## config.mk

```make
export PLATFORM = sky130hd
export DESIGN_NAME = gauss_window_ctrl
export DESIGN_NICKNAME = d
export VERILOG_FILES = /design/src/rtl/gauss_window_ctrl.sv
export SDC_FILE = /design/constraint.sdc
export NUM_CORES = 1
export LEC_CHECK = 0
export BUFFER_PORTS_ARGS = -buffer_cell sky130_fd_sc_hd__buf_2
export CORE_MARGIN = 2
export CORE_UTILIZATION = 55
export CTS_CLUSTER_SIZE = 12
export DETAILED_ROUTE_END_ITERATION = 8
export HOLD_SLACK_MARGIN = 0.12
export PLACE_DENSITY = 0.86
export SKIP_LAST_GASP = 1
export SLEW_MARGIN = 20
export SYNTH_ARGS = -nofsm -noshare
export SYNTH_HDL_FRONTEND = slang
export SYNTH_SLANG_ARGS = --single-unit
```

## constraint.sdc

```tcl
create_clock -name clk -period 6.6 [get_ports clk]
set_input_delay 0.33 -clock clk [delete_from_list [all_inputs] [get_ports clk]]
set_output_delay 0.33 -clock clk [all_outputs]
set_load 0.005 [all_outputs]
```

## src/rtl/gauss_window_ctrl.sv

```systemverilog
// ---------------------------------------------------------------------------------------------
// gauss_window_ctrl
//
// Raster-scan scheduler for the 3x3 Gaussian computing_block. Counts pixels written into the
// shared pixel buffer, decides when each output window is complete, presents the window centre
// with its corner_type kernel selector, and throttles input so a pixel still needed by a
// pending window is never overwritten.
//
// Optional feature: define GAUSS_CTRL_ABORT_EN to make `abort` cancel a running frame.
// Without it the abort port exists but is ignored.
//
// Ports:
//   clk          clock, rising edge
//   rst          synchronous active-high reset
//   start        frame start request, honoured only in IDLE
//   abort        frame abort request (only with GAUSS_CTRL_ABORT_EN)
//   in_valid     source holds a pixel
//   in_ready     pixel accepted this cycle when in_valid is also high
//   wr_idx       linear index of the pixel being accepted
//   win_valid    window at (win_row, win_col) is complete in the buffer
//   win_ready    datapath consumes the window
//   win_row      window centre row
//   win_col      window centre column
//   corner_type  kernel selector (0 outside RUN)
//   busy         high while a frame is running
//   done         one-cycle pulse after the last window is consumed
// ---------------------------------------------------------------------------------------------
module gauss_window_ctrl #(
   parameter int unsigned IMG_WIDTH  = 8,
   parameter int unsigned IMG_HEIGHT = 8,
   parameter int unsigned BUF_DEPTH  = 3 * IMG_WIDTH,
   localparam int unsigned COL_W = $clog2(IMG_WIDTH),
   localparam int unsigned ROW_W = $clog2(IMG_HEIGHT),
   localparam int unsigned IDX_W = $clog2(IMG_WIDTH * IMG_HEIGHT + 1)
) (
   input  logic             clk,
   input  logic             rst,
   input  logic             start,
   input  logic             abort,
   input  logic             in_valid,
   output logic             in_ready,
   output logic [IDX_W-1:0] wr_idx,
   output logic             win_valid,
   input  logic             win_ready,
   output logic [ROW_W-1:0] win_row,
   output logic [COL_W-1:0] win_col,
   output logic [3:0]       corner_type,
   output logic             busy,
   output logic             done
);

   localparam int unsigned N_PIX = IMG_WIDTH * IMG_HEIGHT;
   // Two spare bits so need and the throttle sums can never wrap.
   localparam int unsigned SUM_W = IDX_W + 2;

   localparam logic [SUM_W-1:0] N_EXT  = SUM_W'(N_PIX);
   localparam logic [SUM_W-1:0] D_EXT  = SUM_W'(BUF_DEPTH);
   localparam logic [SUM_W-1:0] W1_EXT = SUM_W'(IMG_WIDTH + 1);
   localparam logic [SUM_W-1:0] W2_EXT = SUM_W'(IMG_WIDTH + 2);

   localparam logic [IDX_W-1:0] N_IDX    = IDX_W'(N_PIX);
   localparam logic [IDX_W-1:0] LAST_IDX = IDX_W'(N_PIX - 1);
   localparam logic [IDX_W-1:0] IDX_ONE  = IDX_W'(1);
   localparam logic [COL_W-1:0] COL_LAST = COL_W'(IMG_WIDTH - 1);
   localparam logic [COL_W-1:0] COL_ONE  = COL_W'(1);
   localparam logic [ROW_W-1:0] ROW_LAST = ROW_W'(IMG_HEIGHT - 1);
   localparam logic [ROW_W-1:0] ROW_ONE  = ROW_W'(1);

   typedef enum logic [1:0] {
      StIdle,
      StRun,
      StDone
   } state_e;

   state_e           state_q, state_d;
   logic [IDX_W-1:0] acc_cnt_q, acc_cnt_d;
   logic [IDX_W-1:0] out_idx_q, out_idx_d;
   logic [ROW_W-1:0] row_q, row_d;
   logic [COL_W-1:0] col_q, col_d;

   logic             run;
   logic [SUM_W-1:0] acc_ext;
   logic [SUM_W-1:0] out_ext;
   logic [SUM_W-1:0] need_raw;
   logic [SUM_W-1:0] need;
   logic             accept;
   logic             consume;

`ifndef GAUSS_CTRL_ABORT_EN
   logic unused_abort;
   assign unused_abort = abort;
`endif

   // ------------------------------------------------------------------------------------------
   // Decode from registered state only: no path from in_valid or win_ready to the handshakes.
   // ------------------------------------------------------------------------------------------
   assign run     = (state_q == StRun);
   assign acc_ext = {2'b00, acc_cnt_q};
   assign out_ext = {2'b00, out_idx_q};

   // The last column has no right neighbour, so its window completes one pixel earlier.
   assign need_raw = out_ext + ((col_q == COL_LAST) ? W1_EXT : W2_EXT);
   assign need     = (need_raw > N_EXT) ? N_EXT : need_raw;

   // Keep pixel (r-1, c-1) of the pending window alive in the circular buffer.
   assign in_ready  = run && (acc_ext < N_EXT) && ((acc_ext + W1_EXT) < (out_ext + D_EXT));
   assign win_valid = run && (acc_ext >= need);

   assign accept  = in_valid & in_ready;
   assign consume = win_valid & win_ready;

   assign wr_idx  = acc_cnt_q;
   assign win_row = row_q;
   assign win_col = col_q;
   assign busy    = run;
   assign done    = (state_q == StDone);

   always_comb begin
      corner_type = 4'd0;
      if (run) begin
         if (row_q == '0) begin
            if (col_q == '0) begin
               corner_type = 4'd1;
            end else if (col_q == COL_LAST) begin
               corner_type = 4'd2;
            end else begin
               corner_type = 4'd8;
            end
         end else if (row_q == ROW_LAST) begin
            if (col_q == '0) begin
               corner_type = 4'd5;
            end else if (col_q == COL_LAST) begin
               corner_type = 4'd6;
            end else begin
               corner_type = 4'd8;
            end
         end else begin
            if (col_q == '0) begin
               corner_type = 4'd3;
            end else if (col_q == COL_LAST) begin
               corner_type = 4'd4;
            end else begin
               corner_type = 4'd8;
            end
         end
      end
   end

   // ------------------------------------------------------------------------------------------
   // Next-state logic
   // ------------------------------------------------------------------------------------------
   always_comb begin
      state_d   = state_q;
      acc_cnt_d = acc_cnt_q;
      out_idx_d = out_idx_q;
      row_d     = row_q;
      col_d     = col_q;

      case (state_q)
         StIdle: begin
            if (start) begin
               state_d   = StRun;
               acc_cnt_d = '0;
               out_idx_d = '0;
               row_d     = '0;
               col_d     = '0;
            end
         end

         StRun: begin
            if (accept && (acc_cnt_q != N_IDX)) begin
               acc_cnt_d = acc_cnt_q + IDX_ONE;
            end
            if (consume) begin
               out_idx_d = out_idx_q + IDX_ONE;
               if (col_q == COL_LAST) begin
                  col_d = '0;
                  row_d = row_q + ROW_ONE;
               end else begin
                  col_d = col_q + COL_ONE;
               end
               if (out_idx_q == LAST_IDX) begin
                  state_d = StDone;
                  // Park the coordinates so win_row never shows an out-of-frame row.
                  row_d   = '0;
                  col_d   = '0;
               end
            end
`ifdef GAUSS_CTRL_ABORT_EN
            // Abort overrides any accept or consume in the same cycle.
            if (abort) begin
               state_d   = StIdle;
               acc_cnt_d = '0;
               out_idx_d = '0;
               row_d     = '0;
               col_d     = '0;
            end
`endif
         end

         StDone: begin
            state_d = StIdle;
         end

         default: begin
            state_d = StIdle;
         end
      endcase
   end

   always_ff @(posedge clk) begin
      if (rst) begin
         state_q   <= StIdle;
         acc_cnt_q <= '0;
         out_idx_q <= '0;
         row_q     <= '0;
         col_q     <= '0;
      end else begin
         state_q   <= state_d;
         acc_cnt_q <= acc_cnt_d;
         out_idx_q <= out_idx_d;
         row_q     <= row_d;
         col_q     <= col_d;
      end
   end

endmodule

```

After elaboration in Yosys (flattened, before gate mapping):

Cells that the tools add are included.

* output and inout port bits: 21
* input port bits: 6
* bits in registers: 22
* word-level logic and storage cells: 70

* bitwise logic cells: 2
* reductions and logical operators: 12
* multiplexer cells: 29
* $add $sub $neg: 7
* magnitude comparators: 4
* equal/unequal tests: 11

Operator list (count)
* two-way mux 4 bit: 9
* one-hot mux 7 bit (2 select lines): 2
* two-way mux 3 bit: 7
* two-way mux 7 bit: 3
* adder 7 x 1 -> 7 bit (second input constant): 2
* one-hot mux 3 bit (2 select lines): 2
* AND reduction 3 bit: 3
* adder 7 x 4 -> 8 bit: 1
* adder 7 x 4 -> 8 bit (second input constant): 1
* adder 7 x 5 -> 8 bit (second input constant): 1
* greater-or-equal comparator 7 x 8 -> 1 bit: 1
* greater-than comparator 8 x 7 -> 1 bit (second input constant): 1
* < comparator 8 bit: 1
* two-way mux 2 bit: 4
* two-way mux 8 bit: 1
* == test 7 x 6 -> 1 bit (second input constant): 1
* < comparator 7 bit (second input constant): 1
* != test 7 bit (second input constant): 1
* adder 3 x 1 -> 3 bit (second input constant): 2
* == test 3 bit (second input constant): 2
* logical NOT 3 bit: 2
* != test 2 x 1 -> 1 bit (second input constant): 3
* logical AND 1 bit: 4
* one-hot mux 2 bit (2 select lines): 1
* other kinds (8): 9

Depth between registers and ports, before layout:

* depth in word-level cells: 10
* depth in mapped cells: 18
* mapped depth without buffers: 16

Worst setup path after synthesis:

OpenSTA, ideal clock, no wires.

* path kind: reg-to-reg
* start point: register col_q[0] (netlist: win_col[0])
* end point: register out_idx_q[2]
* data arrival time: 3535 ps
* path buffers: 2
* data required time: 6479 ps
* setup slack: 2944 ps
* cell stages (with the launch flop): 19
* library setup time: 121 ps
* cells stage by stage: dfxtp_1 -> ha_1 -> ha_1 -> buf_2 -> xnor2_1 -> ha_1 -> o21ai_1 -> a21oi_1 -> nor2b_1 -> a21o_1 -> and2_1 -> ha_1 -> a31oi_1 -> nor2b_1 -> o21a_1 -> or2_2 -> buf_2 -> o21ai_1 -> mux2_2

* cells in the longest elaborated chain, start to end: 10

Ends and longest elaborated chain
* start, declared: RTL line 79 `logic [COL_W-1:0] col_q, col_d;`
* start signal, assigned: RTL line 223 `col_q <= col_d;`
* == test 3 bit (*): RTL line 102 `assign need_raw = out_ext + ((col_q == COL_LAST) ? W1_EXT : W2_EXT);`
* two-way mux 2 bit (*): RTL line 102
* adder 7 x 4 -> 8 bit (*): RTL line 102
* greater-than comparator 8 x 7 -> 1 bit: RTL line 103 `assign need = (need_raw > N_EXT) ? N_EXT : need_raw;`
* two-way mux 8 bit (*): RTL line 103
* greater-or-equal comparator 7 x 8 -> 1 bit (*): RTL line 107 `assign win_valid = run && (acc_ext >= need);`
* logical AND 1 bit (*): RTL line 107
* AND 1 bit (*): RTL line 110 `assign consume = win_valid & win_ready;`
* != test 2 x 1 -> 1 bit (no source line) (*)
* AND reduction 3 bit (no source line) (*)
* end signal, assigned: RTL line 221 `out_idx_q <= out_idx_d;`
* end, declared: RTL line 77 `logic [IDX_W-1:0] out_idx_q, out_idx_d;`

Every way passes the cells marked *; elsewhere a longest branch is shown, timed or not.
A chain may end at the register's enable or synchronous reset.

Final worst setup path:

* start point: register col_q[0] (netlist: win_col[0])
* end point: output win_valid

* cells in the longest elaborated chain, start to end: 7

Ends and longest elaborated chain
* == test 3 bit (*): RTL line 102
* two-way mux 2 bit (*): RTL line 102
* adder 7 x 4 -> 8 bit (*): RTL line 102
* greater-than comparator 8 x 7 -> 1 bit: RTL line 103
* two-way mux 8 bit (*): RTL line 103
* greater-or-equal comparator 7 x 8 -> 1 bit (*): RTL line 107
* logical AND 1 bit (*): RTL line 107
* end, declared: RTL line 43 `output logic win_valid,`

Marks and branches as above.

==> out/metrics.yaml <==
place_ws_ps: 2623
core_area_sq_mm: 0.003416
antenna_left: 0
met3_length_um: 251
max_cap_violations: 0
antenna_found_initial: 0
arrival_ps: 3840
synth.cell_area_sq_mm: 0.002017
htreeDepth: 1
drtIter0Drc: 94
final_core_util: 0.6344
synth_seq_cells: 22
avgSynthCellArea_sq_um: 7.728
hpwlAfterDp_um: 3521
cts-root-buf: "clkbuf_4"
syn_nets: 296
row_count: 21
wl_met2_um: 2170
cpMostUsedCell: "ha_1"
fp.dieH_um: 64.56
synth_edf_count: 0
cts_buffer_depth: 2
cts_tree: "done"
vias: 1899
finalHoldViolations: 0
tns_ps: 0
power.density_mw_per_mm2: 112.0
crit_path_end_kind: "output pin"
worstMarginPinSlew_ps: 758.3
viasPerCell: 5.934
grt_pass1_wl_um: 8073
required_ps: 6270
gr-total-overflow: 0
post_cts_buffers: 0
slew_headroom: 0.4926
cts_buffers: 3
async_flop_share: 0
slowest_stage: "dfxtp_1"
synth-main-ff-cell: "dfxtp_1"
drive_gt1_frac: 0.1350
port-buffer-count: 25
initial_core_util: 0.5905
ctsHoldBuffers: 0
drc: 0
yosys_warnings: 0
top_layer: "met4"
insertion_delay_ps: 320
ir_worst_vdd_mv: 0.1005
routed_wl_um: 4561
cts_num_sinks: 22
routabilityCongestion: 0.8157
met1_length_um: 2041
rrSetupSlack_ps: 2480
diodes: 0
p_leak_nw: 0.9559
cp_cell_sequence: "ha_1 > ha_1 > xnor2_1 > ha_1 > o21ai_1 > a21oi_1 > nor2b_1 > a21o_1 > nand2_1 > ha_1 > a31oi_1 > nor2b_1 > nor2_1 > o21ai_0 > and2_1 > buf_2"
slew_viol_final: 0
finalNetCount: 310
yosys.cell_types.count: 47
routed_wire_length_per_instance_um: 14.25
ctsResizeCount: 0
worstSetupPathType: "flip-flop to output pin"
track_usage: 0.2366
crit_path_max_incr_delay_ps: 390
finalSetupViolCount: 0
start_kind: "flip-flop"
grt_pass1_vias: 1828
period_needed_ps: 4174
die_w_um: 64.56
fin_skew_ps: 7.988
setup_slack_ps: 2426
areaGrowthSynthToFinish_pct: 7.444
pin_count: 27
drtPass1Iterations: 5
clk_pin_slew_ps: 140
rsz0062_at_grt: "no"
crit_fanout: 9
ys_seq_area_frac: 0.2184
power.total_mw: 0.2427
die_area_sq_mm: 0.004167
fmax_mhz: 239.6
syn_inst: 261
period_share: 0.6324
status: "finished clean"
holdWs_ps: 251.7
grt_start_max_net_pins: 17
hp-class: "input pin to flip-flop"
==> path summary, 6_finish.rpt <==
path | depth (start not counted) | startpoint | to
hold reg to reg | 2 | win_col[1] | win_col[1]
setup / recovery | 16 | win_col[0] | win_valid
hold / removal | 2 | win_ready | state_q[0]
setup reg to reg | 16 | win_col[0] | win_row[0]
==> critical path: cells and delay by family, from the launching register on <==
family | cells | cell delay (ps)
buffers and inverters | 1 | 110
and+or+nand+nor | 5 | 710
xor gates and xnor gates | 1 | 160
DFF | 1 | 390
AOI/OAI and AO/OA | 5 | 1050
adders and majority gates | 4 | 1080
==> per-layer routing <==
metal	track usage	vias to the layer above
li1	-	965
met1	0.3172	853
met2	0.3906	67
met3	0.03299	14
met4	0.07979	0
met5	0	-
==> state kept, by name (all words and copies together), names as in the netlist <==
name       flops
win_row        3
out_idx_q      7
win_col        3
wr_idx         7
state_q        2
==> Yosys cell counts, types with 2 or more instances <==
master,count,area share
ha_1,29,0.18
dfxtp_1,22,0.22
a21oi_1,21,0.052
nand2_1,21,0.039
nor2_1,21,0.039
inv_1,15,0.028
nand3_1,14,0.035
clkbuf_1,9,0.017
nor3_1,9,0.022
o21ai_0,9,0.022
buf_2,7,0.017
xnor2_1,7,0.030
and2_1,6,0.019
o211ai_1,6,0.022
nor2b_1,5,0.016
xor2_1,5,0.022
o31ai_1,4,0.015
a21o_1,3,0.011
a31oi_1,3,0.0093
nand2b_1,3,0.0093
nand3b_1,3,0.011
nand4_1,3,0.0093
o2111ai_1,3,0.013
o32ai_1,3,0.013
and2b_1,2,0.0074
and3_1,2,0.0062
mux2i_1,2,0.0099
o21a_1,2,0.0074
o21ai_1,2,0.0050
or2_2,2,0.0062
or3_1,2,0.0062
==> cell usage in the layout, fill, tap and decap left out, types with 2 or more instances in the layout <==
| cell | n |
|---|---|
| a21oi_1 | 21 |
| xor2_1 | 5 |
| buf_2 | 25 |
| nor2b_1 | 5 |
| o32ai_1 | 3 |
| mux2i_1 | 2 |
| and3_1 | 2 |
| inv_1 | 15 |
| o21ai_0 | 9 |
| ha_1 | 29 |
| nand3b_1 | 3 |
| nand2b_1 | 3 |
| and2_1 | 6 |
| o31ai_1 | 4 |
| and2b_1 | 2 |
| nor3_1 | 9 |
| nand2_1 | 21 |
| a31oi_1 | 3 |
| xnor2_1 | 7 |
| a21o_1 | 3 |
| clkbuf_4 | 3 |
| o21a_1 | 2 |
| nor2_1 | 21 |
| dfxtp_1 | 22 |
| nand4_1 | 3 |
| or3_1 | 2 |
| o2111ai_1 | 3 |
| nand3_1 | 14 |
| o21ai_1 | 2 |
| o211ai_1 | 6 |
| or2_2 | 2 |
==> metrics by stage <==
| stage | area (sq um) | instances |
|---|---|---|
| 6_report | 2167 | 320 |
| 3_5_place_dp | 2131 | 316 |
| 5_1_grt | 2167 | 320 |
| 3_3_place_gp | 2131 | 316 |
| 4_1_cts | 2167 | 320 |
| 2_1_floorplan | 2017 | 261 |
==> cell families after synthesis <==
logic type      share of synthesized area
simple gates                       0.2463
compound gates                     0.2258
buf+inv                           0.06203
fa+ha+maj                          0.1799
flops                              0.2184
xor+xnor                          0.05211
mux                               0.01551
==> final cells by class <==
class | instances | area [sq um]
clock buffers | 4 | 36.28
flip-flops and latches | 22 | 440.4
inverters | 15 | 56.30
well taps | 46 | 57.56
multi-input cells | 208 | 1451
repair buffers | 25 | 125.1
fillers | 315 | 1249
==> where the power goes <==
part | switching, mW | internal, mW
Clock | 0.0448 | 0.0337
Combinational | 0.0199 | 0.00926
Sequential | 0.00114 | 0.134
Total | 0.0658 | 0.177
Power figures use the tool's default switching activity.
